<file path="src/rtl/grain_keystream_cipher.sv">
// grain_keystream_cipher: sequences a Grain generator and XORs its keystream bytes onto plaintext bytes.
// Define GRAIN_WARMUP_EN to discard WARMUP_CYCLES keystream bits after each seed load.
module grain_keystream_cipher #(
  parameter int WARMUP_CYCLES = 160
) (
  input  logic        Clk,
  input  logic        reset,
  input  logic        start,
  output logic        par_load,
  output logic        shift_en,
  input  logic        ks_bit,
  input  logic [7:0]  pt_data,
  input  logic        pt_valid,
  output logic        pt_ready,
  output logic [7:0]  ct_data,
  output logic        ct_valid,
  input  logic        ct_ready,
  output logic        busy,
  output logic [15:0] byte_cnt
);
  localparam logic [2:0] S_IDLE    = 3'd0;
  localparam logic [2:0] S_LOAD    = 3'd1;
  localparam logic [2:0] S_COLLECT = 3'd3;
  localparam logic [2:0] S_WAIT    = 3'd4;
  localparam logic [2:0] S_OUT     = 3'd5;
  logic [2:0]  state_q, state_d;
  logic [7:0]  ks_q, ks_d, ct_q, ct_d;
  logic [2:0]  bit_q, bit_d;
  logic [15:0] cnt_q, cnt_d;
  logic        in_load, in_warm, in_collect, in_wait, in_out;
  assign in_load    = state_q == S_LOAD;
  assign in_collect = state_q == S_COLLECT;
  assign in_wait    = state_q == S_WAIT;
  assign in_out     = state_q == S_OUT;
`ifdef GRAIN_WARMUP_EN
  localparam logic [2:0] S_WARM = 3'd2;
  localparam int WW = $clog2(WARMUP_CYCLES + 1);
  logic [WW-1:0] warm_q, warm_d;
  assign in_warm = state_q == S_WARM;
  assign warm_d  = in_load ? '0 : in_warm ? warm_q + 1'b1 : warm_q;
  always_ff @(posedge Clk or negedge reset)
    if (!reset) warm_q <= '0;
    else        warm_q <= warm_d;
`else
  assign in_warm = 1'b0;
`endif
  always_comb begin
    state_d = state_q;
    unique case (state_q)
      S_IDLE:    state_d = start ? S_LOAD : S_IDLE;
`ifdef GRAIN_WARMUP_EN
      S_LOAD:    state_d = S_WARM;
      S_WARM:    state_d = (warm_q == WW'(WARMUP_CYCLES - 1)) ? S_COLLECT : S_WARM;
`else
      S_LOAD:    state_d = S_COLLECT;
`endif
      S_COLLECT: state_d = (bit_q == 3'd7) ? S_WAIT : S_COLLECT;
      // A rekey request takes priority over a plaintext byte offered in the same cycle.
      S_WAIT:    state_d = start ? S_LOAD : pt_valid ? S_OUT : S_WAIT;
      S_OUT:     state_d = ct_ready ? S_COLLECT : S_OUT;
      default:   state_d = S_IDLE;
    endcase
  end
  assign ks_d  = in_collect ? {ks_q[6:0], ks_bit} : ks_q;
  assign bit_d = in_load ? 3'd0 : in_collect ? bit_q + 3'd1 : bit_q;
  assign ct_d  = (in_wait && pt_valid && !start) ? pt_data ^ ks_q : ct_q;
  assign cnt_d = in_load ? 16'd0 : (in_out && ct_ready) ? cnt_q + 16'd1 : cnt_q;
  always_ff @(posedge Clk or negedge reset)
    if (!reset) begin
      state_q <= S_IDLE;
      ks_q    <= '0;
      bit_q   <= '0;
      ct_q    <= '0;
      cnt_q   <= '0;
    end else begin
      state_q <= state_d;
      ks_q    <= ks_d;
      bit_q   <= bit_d;
      ct_q    <= ct_d;
      cnt_q   <= cnt_d;
    end
  assign par_load = in_load;
  assign shift_en = in_warm || in_collect;
  assign pt_ready = in_wait;
  assign ct_valid = in_out;
  assign busy     = in_load || in_warm;
  assign ct_data  = ct_q;
  assign byte_cnt = cnt_q;
endmodule

</file>
<file path="config.mk">
export PLATFORM = sky130hd
export DESIGN_NAME = grain_keystream_cipher
export DESIGN_NICKNAME = d
export VERILOG_FILES = /design/src/rtl/grain_keystream_cipher.sv
export SDC_FILE = /design/constraint.sdc
export NUM_CORES = 1
export LEC_CHECK = 0
export ABC_CLOCK_PERIOD_IN_PS = 3800
export BUFFER_PORTS_ARGS = -buffer_cell sky130_fd_sc_hd__buf_2
export CAP_MARGIN = 20
export CELL_PAD_IN_SITES_DETAIL_PLACEMENT = 2
export CELL_PAD_IN_SITES_GLOBAL_PLACEMENT = 2
export CORE_ASPECT_RATIO = 1.4
export CORE_UTILIZATION = 35
export CTS_CLUSTER_DIAMETER = 120
export DETAILED_ROUTE_END_ITERATION = 6
export PLACE_DENSITY_LB_ADDON = 0.3
export SYNTH_ARGS = -nofsm -noshare
export SYNTH_HDL_FRONTEND = slang
export SYNTH_SLANG_ARGS = --single-unit
export TNS_END_PERCENT = 5
</file>
<file path="constraint.sdc">
create_clock -name Clk -period 3.8 [get_ports Clk]
set_clock_uncertainty 0.05 [all_clocks]
set_input_delay 0.38 -clock Clk [delete_from_list [all_inputs] [get_ports Clk]]
set_output_delay 0.38 -clock Clk [all_outputs]
set_load 0.01 [all_outputs]
</file>
# Yosys cells after proc, flatten, opt, wreduce, memory -nomap -nowiden
# Index checks and enable logic that the tools add are counted.
# totals
regBits,38
in_bits,14
output_inout_bits,29
# op_classes
n_addsub,2
eq_ne,5
muxes,10
n_bitwise,1
reduce_logical,7
# op_table
op,n
16-bit two-way mux,2
"16-bit by 1-bit adder with 16-bit output, second input constant",1
3-bit two-way mux,5
3-bit one-hot mux with 5 select lines,1
"3-bit == test, second input constant",3
8-bit XOR,1
2-bit nonzero test,2
"3-bit by 1-bit adder with 3-bit output, second input constant",1
"3-bit by 1-bit == test with 1-bit output, second input constant",1
"3-bit by 2-bit == test with 1-bit output, second input constant",1
1-bit logical AND,3
3-bit zero test,1
1-bit two-way mux,2
1-bit zero test,1

# Longest topological paths before layout
# logic_depth
word_depth,4
ltp_mapped,6
ltp_nobuf,6

# Worst setup path before layout
# OpenSTA, ideal clock, no wires.
# synth_timing
kind,register -> output
start,reg state_q[1]
end,out par_load
t_arrival_ns,1.420
required_ns,3.370
setup_slack_ns,1.950
path_stages_with_launch,5
n_path_buf,2
path_cell_list,dfrtp_1 > or3b_4 > clkinv_4 > clkbuf_1 > buf_4
# synth_between
elab_chain_len,1
# synth_lines
item,line,rtl
start: declaration,26,"logic [2:0] state_q, state_d;"
start signal: assignment,76,state_q <= state_d;
3-bit by 1-bit == test with 1-bit output,31,assign in_load = state_q == S_LOAD;
end: declaration,9,"output logic par_load,"
# No other way between the ends.

# Worst setup path in the final report
# layout_timing
start,reg state_q[2]
end,out shift_en
# layout_between
elab_chain_len,1
# layout_lines
item,line,rtl
3-bit by 2-bit == test with 1-bit output,32,assign in_collect = state_q == S_COLLECT;
end: declaration,10,"output logic shift_en,"
# No other way between the ends.

==> results.cfg <==
[pwr]
total_power_w = 0.00136
p_leak_nw = 1.10
ir_drop_v = 0.000259
power_density_nw_per_um2 = 602

[min_path]
hold_path_class = in -> async

[setup_path]
arrival_ns = 1.78
cp_max_fo = 12
critPathLaunchType = flip-flop
r2r_end = byte_cnt[15]
required_ns = 3.37
criticalPathCategory = reg -> out
rrSetupSlack_ns = 1.73
reg2reg_from = state_q[0]
endpoint_kind = output pin
r2r_cells = 5

[synth]
syn_area_per_cell_um2 = 9.96
synth.cell_area_um2 = 1860
yosysMostFrequentCell = dfrtp_1
synth_edf_count = 0
synth_commonest_cells = dfrtp_1, nand2_1, nor2_1
synth_area_leaders = dfrtp_1, nand2_1, xnor2_1
synth_top_area_share_pct = 51.0
ys_ff_latch = 38
syn-num-nets = 204
synthArstFlopShare_pct = 100
synth_warnings = 0
yosys.area.top_type = dfrtp_1
ys_seq_area_share_pct = 51.0
synthCells = 187
synth.distinct_cells = 38
ys.flop_type = dfrtp_1

[sta]
worstMarginPinSlew_ns = 0.882
finalSetupViolCount = 0
hold_slack_ns = 0.154
hold_viol_final = 0
fin_setup_tns_ns = 0
maxSlewViolCount = 0
max_clock_freq_mhz = 453
period_share_pct = 58.1
relSlewSlack_pct = 41.2
post-route-min-period_ns = 2.21
grt_setup_unrepaired = no

[run_status]
status = completed

[flow_run]
maxCapViolCount = 0

[finish]
final_area_um2 = 2260
antenna_cells = 0
area_growth_pct = 21.3
drive_above_1_share_pct = 25.2
final_nets = 246

[clock_network]
numCtsBuffers = 5
htree_levels = 2
clock_latency_ns = 0.29
clk_pin_slew_ns = 0.08
clockBufferDepth = 2
cts_setup_buffers = 0
cts_hold_buffers = 0
clkSinkCount = 38
cts_tree = built
clock-root-buffer = clkbuf_8
cts_repair_resize_count = 0

[detailed_routing]
ant_nets = 0
vias = 1540
wl_per_cell_um = 15.6
drtIter0Drc = 50
viasPerCell = 5.20
drt-total-wl_mm = 4.60
drc = 0
first_pass_iters = 5

[placed_design]
gp_congestion = 0.716
placed_area_um2 = 2120
place_hpwl_mm = 3.18
port_buffers = 42

[floorplan]
die_w_um = 63.7
fp.dieH_um = 88.3
ios = 43
num_rows = 31
floorplan.initialDensity_pct = 36.1
core_um2 = 5160
dieArea_um2 = 5620

[global_routing]
grt_pass1_wl_mm = 7.92
grt_use_total_pct = 18.4
grt_max_degree = 39
grt_overflow = 0
antenna_found_initial = 0
grt_pass1_vias = 1618
[placed cells by master, fill, tap and decap left out, types with 2 or more instances in the layout]
cell,count
nor2_1,19
nand4_1,5
a21oi_1,13
nand2b_1,3
nand3_1,4
buf_2,42
inv_1,2
dfrtp_1,38
xnor2_1,12
nand2_1,37
or3_1,3
xor2_1,5
nor3_1,2
clkbuf_8,6
and4_1,3
nand3b_1,2
ha_1,3
bufinv_16,2
o21ai_0,10
[per-stage QoR]
| stage | setup WS, ns | utilization [%] | std cells |
|---|---|---|---|
| 3_3_place_gp | 1.79 | 41.0 | 288 |
| 6_report | 1.59 | 43.8 | 296 |
| 3_5_place_dp | 1.73 | 41.0 | 288 |
| 5_1_grt | 1.45 | 43.8 | 296 |
| 2_1_floorplan | 1.95 | - | 187 |
| 4_1_cts | 1.54 | 43.8 | 296 |
[layout make-up]
type,count,area (um^2)
fillers,572,2900
flip-flops and latches,38,951
multi-input cells,138,853
repair buffers,42,210
clock buffers,6,82.6
well taps,66,82.6
clock inverters,2,60.1
inverters,4,20.0
[critical path: stages, from the launching register on]
cell	delay, ns
dfrtp_1	0.56
nand3b_1	0.38
clkinv_1	0.33
buf_2	0.23
[worst max path at each step]
stage | slack (ns) | cells after the start | end | from
final | 1.59 | 3 | shift_en | state_q[2]
after global routing | 1.45 | 3 | shift_en | state_q[2]
after CTS | 1.54 | 3 | shift_en | state_q[2]
after detailed placement | 1.73 | 5 | byte_cnt[15] | state_q[0]
after global placement | 1.79 | 5 | byte_cnt[15] | state_q[0]
after floorplan | 1.95 | 4 | par_load | state_q[1]
[kinds of logic after synthesis]
logic type | count (synthesis) | share of synthesized area (%)
AND/OR/NAND/NOR | 87 | 24.3
flip-flops | 38 | 51.0
AO/OA/AOI/OAI | 30 | 10.9
XOR/XNOR | 17 | 7.99
buffers and inverters | 11 | 3.16
adder cells (fa/ha/maj) | 3 | 2.01
multiplexers | 1 | 0.537
[metal layers]
| metal | vias up | GRT usage, % | share of wire [%] |
|---|---|---|---|
| met1 | 779 | 21.3 | 42 |
| met4 | 0 | 5.58 | 0.74 |
| met2 | 34 | 33.6 | 55 |
| met3 | 4 | 3.99 | 3.0 |
| li1 | 723 | - | - |
| met5 | - | 0 | 0 |
[flip-flops by register name (all words and copies together) (netlist names)]
| register | count |
|---|---|
| bit_q | 3 |
| ct_data | 8 |
| ks_q | 8 |
| byte_cnt | 16 |
| state_q | 3 |
[power breakdown]
part | internal (W) | switching [W]
registers | 0.000482 | 0.0000924
clock network | 0.000280 | 0.000149
logic | 0.000139 | 0.000220
(Power assumes the default switching activity.)
